<file path="src/rtl/mips_pkg.sv">
// Shared constants and types for the MIPS instruction fetch stage.
package mips_pkg;

  localparam logic [31:0] NOP_INSTR    = 32'h0000_0000;
  localparam logic [5:0]  OPC_J        = 6'b000010;
  localparam logic [31:0] RESET_PC_DEF = 32'h0000_0000;

  typedef struct packed {
    logic [31:0] instr;
    logic [31:0] pc4;
    logic        valid;
  } ifid_t;

  typedef enum logic [2:0] {
    SEL_BRANCH,
    SEL_STALL,
    SEL_DONE,
    SEL_JUMP,
    SEL_SEQ
  } pc_sel_e;

endpackage

</file>
<file path="src/rtl/next_pc_select.sv">
// Combinational next-PC priority mux: branch > stall > end-of-program > jump > pc+4.
module next_pc_select
  import mips_pkg::*;
(
  input  logic [31:0] pc_i,
  input  logic [31:0] instr_i,
  input  logic        branch_taken_i,
  input  logic [31:0] branch_target_i,
  input  logic        stall_i,
  input  logic        done_i,
  output logic [31:0] next_pc_o,
  output logic [31:0] pc4_o,
  output pc_sel_e     sel_o
);

  logic [31:0] jump_target;

  assign pc4_o       = pc_i + 32'd4;
  assign jump_target = {pc4_o[31:28], instr_i[25:0], 2'b00};

  always_comb begin
    next_pc_o = pc4_o;
    sel_o     = SEL_SEQ;
    if (branch_taken_i) begin
      next_pc_o = branch_target_i & ~32'h3;
      sel_o     = SEL_BRANCH;
    end else if (stall_i) begin
      next_pc_o = pc_i;
      sel_o     = SEL_STALL;
    end else if (done_i) begin
      // Past the program: park the PC and ignore whatever the memory returns.
      next_pc_o = pc_i;
      sel_o     = SEL_DONE;
    end else if (instr_i[31:26] == OPC_J) begin
      next_pc_o = jump_target;
      sel_o     = SEL_JUMP;
    end
  end

endmodule

</file>
<file path="src/rtl/instruction_fetch_unit.sv">
// Single-cycle instruction fetch with IF/ID pipeline register and zero-penalty J decode.
module instruction_fetch_unit
  import mips_pkg::*;
#(
  parameter logic [31:0] RESET_PC   = RESET_PC_DEF,
  parameter int unsigned IMEM_BYTES = 28
) (
  input  logic        clk,
  input  logic        reset,
  input  logic        stall,
  input  logic        branch_taken,
  input  logic [31:0] branch_target,
  output logic [31:0] imem_addr,
  input  logic [31:0] imem_instr,
  output logic [31:0] pc,
  output logic [31:0] ifid_instr,
  output logic [31:0] ifid_pc4,
  output logic        ifid_valid,
  output logic        done,
  output logic [15:0] fetch_count
);

  localparam logic [31:0] IMEM_LIMIT = 32'(IMEM_BYTES);

  logic [31:0] pc_q, pc_d, pc4;
  ifid_t       ifid_q, ifid_d;
  logic [15:0] cnt_q, cnt_d;
  pc_sel_e     sel;

  assign done = (pc_q >= IMEM_LIMIT);

  next_pc_select u_next_pc (
    .pc_i            (pc_q),
    .instr_i         (imem_instr),
    .branch_taken_i  (branch_taken),
    .branch_target_i (branch_target),
    .stall_i         (stall),
    .done_i          (done),
    .next_pc_o       (pc_d),
    .pc4_o           (pc4),
    .sel_o           (sel)
  );

  always_comb begin
    ifid_d = ifid_q;
    cnt_d  = cnt_q;
    case (sel)
      SEL_BRANCH, SEL_DONE: ifid_d = '{instr: NOP_INSTR, pc4: 32'h0, valid: 1'b0};
      SEL_STALL:            ifid_d = ifid_q;
      SEL_JUMP, SEL_SEQ: begin
        // The jump word itself is issued, so a J costs no bubble.
        ifid_d = '{instr: imem_instr, pc4: pc4, valid: 1'b1};
        cnt_d  = cnt_q + 16'd1;
      end
      default:              ifid_d = ifid_q;
    endcase
  end

  always_ff @(posedge clk) begin
    if (reset) begin
      pc_q   <= RESET_PC;
      ifid_q <= '0;
      cnt_q  <= '0;
    end else begin
      pc_q   <= pc_d;
      ifid_q <= ifid_d;
      cnt_q  <= cnt_d;
    end
  end

  assign pc          = pc_q;
  assign imem_addr   = pc_q;
  assign ifid_instr  = ifid_q.instr;
  assign ifid_pc4    = ifid_q.pc4;
  assign ifid_valid  = ifid_q.valid;
  assign fetch_count = cnt_q;

endmodule

</file>
<file path="config.mk">
export PLATFORM = sky130hd
export DESIGN_NAME = instruction_fetch_unit
export DESIGN_NICKNAME = d
export VERILOG_FILES = /design/src/rtl/mips_pkg.sv /design/src/rtl/next_pc_select.sv /design/src/rtl/instruction_fetch_unit.sv
export SDC_FILE = /design/constraint.sdc
export NUM_CORES = 1
export LEC_CHECK = 0
export CORE_UTILIZATION = 45
export DETAILED_ROUTE_END_ITERATION = 10
export PLACE_DENSITY = 0.86
export SYNTH_ARGS = -nofsm -noshare
export SYNTH_HDL_FRONTEND = slang
export SYNTH_SLANG_ARGS = --single-unit
</file>
<file path="constraint.sdc">
create_clock -name clk -period 3.5 [get_ports clk]
set_input_delay 0.35 -clock clk [delete_from_list [all_inputs] [get_ports clk]]
set_output_delay 0.35 -clock clk [all_outputs]
set_load 0.02 [all_outputs]
</file>
==> results of run 1 <==
cells in the final DEF (no fill, tap or decap), types with 9 or more instances in the layout:
| cell | Yosys | layout |
|---|---|---|
| a2111oi_2 | 18 | 18 |
| a21oi_1 | 20 | 20 |
| a22oi_1 | 37 | 37 |
| and2_1 | 26 | 26 |
| buf_4 | 36 | 9 |
| clkbuf_16 | 0 | 16 |
| clkdlybuf4s50_1 | 0 | 209 |
| dfxtp_1 | 113 | 113 |
| inv_1 | 27 | 27 |
| nor2_1 | 84 | 83 |
| nor4_1 | 9 | 9 |
| xnor2_1 | 15 | 15 |
power by group through the flow:
stage	Combinational, mW	Sequential [mW]	Clock, mW
after global routing	0.382	1.35	1.65
after floorplan	0.170	1.39	0
after detailed placement	0.362	1.37	0
after CTS	0.364	1.35	1.58
after global placement	0.359	1.37	0
final	0.362	1.35	1.55
sequential cells by signal, indices dropped and copies added (netlist names):
| register | count |
|---|---|
| ifid_instr | 32 |
| ifid_pc4 | 32 |
| imem_addr | 32 |
| fetch_count | 16 |
| ifid_valid | 1 |
cell families (layout without fill, tap and decap cells):
logic type      count (synthesis)  in the layout  synth area share, %
fa+ha+maj                       2              2                0.525
compound gates                 94             94                 17.4
flops                         113            113                 47.5
xor+xnor                       16             16                 2.94
mux                            10             10                 2.15
simple gates                  165            165                 19.3
buf+inv                        91            278                 10.2
worst reg2reg max path, stage by stage, from the launching register on:
cell and delay (ns):
dfxtp_1 0.47, ha_1 0.26, a211oi_1 0.10, nand4_2 0.24, or2_1 0.88, a21oi_1 0.10, a2111oi_0 0.41
final timing paths:
check,from,end
worst min-delay path,branch_target[11],imem_addr[11]
worst min register to register,ifid_pc4[28],ifid_pc4[28]
worst max-delay path,imem_addr[11],done
worst max register to register,imem_addr[2],imem_addr[8]
area by class of cell:
class | count | area share (%)
sequential | 113 | 31.1
timing repair buffer | 219 | 29.8
multi-input combinational | 287 | 27.9
clock buffer | 21 | 6.18
tap | 136 | 2.34
inverter | 27 | 1.39
clock inverter | 11 | 1.22
metal layers:
metal	GRT usage, %	vias to the layer above	share of wire, %
li1	-	2032	-
met1	28.5	2055	40
met2	42.6	182	51
met3	7.24	26	5.9
met4	11.1	0	2.8
met5	0	-	0
==> summary.md, run 1 <==
| Metric | Value |
|---|---|
| Mapped Area | 4760 sq um |
| Post-layout minimum cycle time | 2.83 ns |
| Max Fanout on Critical Path | 10 |
| Tcrit/Tclk final | between 80% and 90% |
| Tot Pwr | 3.26 mW |
| Leakage power | approximately 2.7 nW |
| Fmax | 0.354 GHz |
| Sw frac | 24.4% |
| Leading area contributor after synthesis | dfxtp_1 |
| Post-synth top area share | 47.5% |
| DR DRC count | 0 |
| Gr usage total | 24.8% |
| Post-synth EDFFs | 0 |
| Synth top area cells | dfxtp_1 48%, nor2_1 6.6%, a22oi_1 5.8% |
| Pin count of the biggest net entering global routing | 89 |
| Clock Path Buffers | 2 |
| Clock transition at path regs | around 0.06 ns |
| Post-Place Worst Slack | 0.673 ns |
| CP startpoint kind | register |
| Reg power frac | 41.3% |
| Vias per inst | 5.28 |
| Router iterations before antenna repair | 4 |
| Syn Area/Cell | ~9.7 sq um |
| Combinational fraction of design power | between 10% and 20% |
| Critical setup path kind | reg -> out |
| Io pins | 214 |
| 1st-iter DRT viols | 200 |
| Fin Hold WS | 0.421 ns |
| Die Height | 105 microns |
| Setup repair after global routing missed its margin | false |
| Syn. warnings | 0 |
| Detailed Place HPWL | 9480 microns |
| CP required | approximately 3.2 ns |
| Sequential share of the synthesized area | 47.5% |
| Top_reg_cell synth | dfxtp_1 |
| First-pass GRT wire length | 21500 microns |
| Final Util | 70.7% |
| Post_cts resized | 0 |
| Total of max-cap violations | 0 |
| Vias in the first global route | approximately 4300 |
| Final Hold Viols | 0 |
| Worst Setup Slack, final | 0.674 ns |
| Die Area | approximately 11000 sq um |
| Register Area | ~2300 sq um |
| Synth unique cells | 45 |
| Wire per inst | 16.9 microns |
| Multi-input gate area | 2030 sq um |
| Initial core utilization | around 46% |
| Cts-stage hold buffer count | 0 |
| Placed insts | between 700 and 800 |
| Relative slew slack | approximately 27% |
| Fin cells | 814 |
| Cell Chain, Critical Path | nor4_4, nand4_4, or2_1, clkdlybuf4s50_1 |
| CTS sink count | 113 |
| Clock Tree Root | clkbuf_8 |
| Inserted Clock Buffers | 17 |
| Total Wirelength | 13800 microns |
| Clock Power Share | 47.6% |
| RePlAce Congestion | 0.802 |
| P per Cell Area | 449 nW/um^2 |
| Post-DRT Antenna Nets | 0 |
| Mapped Cells | 491 |
| Fraction of layout cells with a size suffix above 1 | between 10% and 20% |
| Worst Hold Class | in -> reg |
| CP bufs+invs | 1 |
| Synth top cells by count | 113 x dfxtp_1, 84 x nor2_1, 37 x a22oi_1, 36 x buf_4, 27 x inv_1 |
| Grt total ovfl | 0 |
| Hold depth | 3 |
| Status | finished, final reports clean |
| Fin area | 7270 sq um |
| Rows | 37 |
| Antenna Cells | 0 |
| Setup-failing EPs final | 0 |
| Width of the die | 105 microns |
| # port buffers | roughly 210 |
| VDD IR max | 0.000339 V |
| CTS H-tree depth | 4 |
| FF+latch count, synth | between 100 and 150 |
| Synth-to-Final Area Change | 52.6% |
| Psw | 0.797 mW |
| Core area | ~10000 sq um |
| Nets | approximately 740 |
| # fillers | between 700 and 800 |
| Setup Fix Bufs, Post-CTS | 0 |
| Most common cell in the synthesized netlist | dfxtp_1 |
| Area post-placement | 6730 sq um |
| Reg2reg setup slack | 0.91 ns |
| Worst-Skew Late Latency | 0.49 ns |
| TNS Setup | 0 ns |
| Max Clock Skew | 0.00832 ns |
| Internal power | 2.46 mW |
| Critical Path End Type | output port |
| Worst Reg-to-Reg Cells | 6 |
| Total number of vias | 4295 |
| Antenna violations before repair | 0 |
| Syn_nets | 561 |
| Worst-Margin Slew | 1.09 ns |
| CP top delay family | simple AND/OR/NAND/NOR gates |
| Asr flop ratio synth | 0% |
| Arrival @ worst endpoint | 2.48 ns |
| Crit path max-delay cell type | clkdlybuf4s50_1 |
| CP max stage delay | around 0.55 ns |
| Critical path depth | 4 |
| CTS tree | done |
| Max-slew violation count | 0 |
Note: power is estimated with default switching activity, not from simulation.
==> run 2, diff against run 1 <==
--- a/config.mk
+++ b/config.mk
@@ -5,9 +5,9 @@
 export SDC_FILE = /design/constraint.sdc
 export NUM_CORES = 1
 export LEC_CHECK = 0
-export CORE_UTILIZATION = 45
+export CORE_UTILIZATION = 42
 export DETAILED_ROUTE_END_ITERATION = 10
-export PLACE_DENSITY = 0.86
+export PLACE_DENSITY = 0.81
 export SYNTH_ARGS = -nofsm -noshare
 export SYNTH_HDL_FRONTEND = slang
 export SYNTH_SLANG_ARGS = --single-unit
==> constraint.sdc (replaced) <==
create_clock -name clk -period 2.9 [get_ports clk]
set_input_delay 0.29 -clock clk [delete_from_list [all_inputs] [get_ports clk]]
set_output_delay 0.29 -clock clk [all_outputs]
set_load 0.02 [all_outputs]
==> run 2 against run 1 <==
Sequential power up 21%. Register-to-register slack worse by 0.40 ns. Global-route usage up 0.67 points. Flip-flop and latch count unchanged. Critical path depth unchanged. Wire length up 5.4%. Power up 26%. Worst setup slack worse by 0.44 ns.
==> summary.md, run 2 (same netlist as run 1, synthesis figures left out) <==
| Metric | Value |
|---|---|
| Worst Reg-to-Reg Cells | 6 (unchanged) |
| Fin Hold WS | 0.301 ns (-0.119 ns) |
| Fmax | around 0.38 GHz |
| CP startpoint kind | register |
| Gr usage total | 25.5% (+0.67 points) |
| Clock Path Buffers | 2 (unchanged) |
| Cell Chain, Critical Path | nor4_4, nand4_4, or2_1, clkdlybuf4s50_1 |
| Width of the die | 108 microns (+3.4%) |
| Setup Fix Bufs, Post-CTS | 0 (unchanged) |
| Detailed Place HPWL | 10100 microns (+6.1%) |
| Die Area | 11800 sq um (+7.0%) |
| Initial core utilization | 43.5% (-2.8 points) |
| Worst-Skew Late Latency | 0.41 ns (-0.08 ns) |
| CTS tree | done |
| Total of max-cap violations | 0 (unchanged) |
| P per Cell Area | 561 nW/um^2 (+25%) |
| Fin area | 7340 sq um (+0.96%) |
| Worst-Margin Slew | 1.31 ns (+0.221 ns) |
| Setup repair after global routing missed its margin | false |
| Worst Hold Class | in -> reg |
| CP bufs+invs | 1 (unchanged) |
| CP max stage delay | 0.55 ns (about the same) |
| Max Clock Skew | 0.0166 ns (+0.00824 ns) |
| Multi-input gate area | 2030 sq um (unchanged) |
| Vias in the first global route | 4489 (+4.7%) |
| Critical Path End Type | output port |
| CP required | 2.61 ns (-0.54 ns) |
| Internal power | 3.08 mW (+25%) |
| 1st-iter DRT viols | 202 (+1.0%) |
| CTS H-tree depth | 4 (unchanged) |
| Max-slew violation count | 0 (unchanged) |
| Total Wirelength | 14500 microns (+5.4%) |
| Cts-stage hold buffer count | 0 (unchanged) |
| Psw | 1.04 mW (+30%) |
| Post_cts resized | 0 (unchanged) |
| Antenna Cells | 0 (unchanged) |
| Antenna violations before repair | 0 (unchanged) |
| Reg power frac | 39.5% (-1.8 points) |
| Commonest non-fill, non-tap cell in the layout | clkdlybuf4s50_1 |
| Fin cells | 820 (+0.74%) |
| Clock Tree Root | clkbuf_16 |
| Tcrit/Tclk final | 91.9% |
| # fillers | 856 (+9.9%) |
| Core area | 10900 sq um (+6.4%) |
| Worst Hold Launch | reset |
| Inserted Clock Buffers | 17 (unchanged) |
| Most frequent cells in the layout | 209 x clkdlybuf4s50_1, 113 x dfxtp_1, 83 x nor2_1 |
| RePlAce Congestion | 0.813 (+1.3%) |
| Synth-to-Final Area Change | 54.1% |
| Register Area | 2260 sq um (unchanged) |
| Crit Reg-Reg Startpoint | imem_addr[2] |
| Post-Place Worst Slack | 0.296 ns (-0.377 ns) |
| Die Height | 108 microns (+3.4%) |
| Hold Path End | fetch_count[11] |
| Leakage power | 2.70 nW (+0.86%) |
| Max Fanout on Critical Path | 10 (unchanged) |
| Tot Pwr | 4.11 mW (+26%) |
| Crit path max-delay cell type | clkdlybuf4s50_1 |
| Arrival @ worst endpoint | 2.37 ns (-0.11 ns) |
| Relative slew slack | 12.3% (-15 points) |
| First-pass GRT wire length | 22800 microns (+5.9%) |
| Reg2reg setup slack | 0.51 ns (-0.40 ns) |
| Worst Setup Slack, final | 0.236 ns (-0.438 ns) |
| Nets | 737 (+0.27%) |
| CP top delay family | simple AND/OR/NAND/NOR gates |
| CTS sink count | 113 (unchanged) |
| Post-layout minimum cycle time | 2.66 ns |
| Setup-failing EPs final | 0 (unchanged) |
| Vias per inst | 5.31 (+0.66%) |
| DR DRC count | 0 (unchanged) |
| Router iterations before antenna repair | 5 (+1) |
| Grt total ovfl | 0 (unchanged) |
| Io pins | 214 (unchanged) |
| VDD IR max | 0.000388 V (+15%) |
| Rows | 38 (+2.7%) |
| Status | finished, final reports clean |
| # port buffers | 211 (unchanged) |
| Combinational fraction of design power | 10.8% (-0.3 points) |
| Worst Setup SP | imem_addr[11] |
| Final Util | 67.1% (-3.6 points) |
| Clock Power Share | 49.6% (+2.0 points) |
| Pin count of the biggest net entering global routing | 50 (-44%) |
| Clock transition at path regs | 0.06 ns (about the same) |
| Critical setup path kind | reg -> out |
| Total number of vias | 4355 (+1.4%) |
| Sw frac | 25.2% (+0.73 points) |
| Placed insts | 788 (+0.77%) |
| Fraction of layout cells with a size suffix above 1 | 12.4% (+0.41 points) |
| TNS Setup | 0 ns (unchanged) |
| Post-DRT Antenna Nets | 0 (unchanged) |
| RR Endpoint | imem_addr[7] |
| Final Hold Viols | 0 (unchanged) |
| Wire per inst | 17.7 microns (+4.6%) |
| Area post-placement | 6750 sq um (+0.30%) |
| Hold depth | 2 (-1) |
[run 2: layout make-up]
cell class	count	share of cell area (%)
Multi-Input combinational cell	287	27.7
Clock inverter	14	2.17
Sequential cell	113	30.8
Inverter	27	1.38
Tap cell	140	2.39
Clock buffer	18	5.85
Timing Repair Buffer	221	29.7
[run 2: worst register-to-register path: stages, from the launching register on]
cell and delay [ns]:
dfxtp_1 0.45, ha_1 0.27, a211oi_1 0.12, nand4_2 0.12, or2_1 0.81, a21oi_1 0.07, a2111oi_0 0.40
[run 2: how the worst max path moves through the flow]
stage	cells after the start	to	slack, ns
finish	4	done	0.24
global route	4	done	0.16
CTS	4	done	0.23
detailed placement	6	imem_addr[7]	0.30
global placement	6	imem_addr[15]	0.41
floorplan	8	imem_addr[20]	0.83
[run 2: per-layer routing]
layer | track usage, % | vias up | routed length [microns]
met4 | 11.5 | 0 | 365
met5 | 0 | - | 0
li1 | - | 2037 | -
met1 | 28.5 | 2092 | 5600
met2 | 44.0 | 197 | 7370
met3 | 8.14 | 29 | 1190
[run 2: power by group through the flow]
stage          combinational (mW)  clock, mW  sequential [mW]
5_1_grt                     0.471       2.15             1.63
4_1_cts                     0.446       2.07             1.63
6_report                    0.445       2.04             1.63
3_3_place_gp                0.435          0             1.66
2_1_floorplan               0.205          0             1.68
3_5_place_dp                0.443          0             1.66
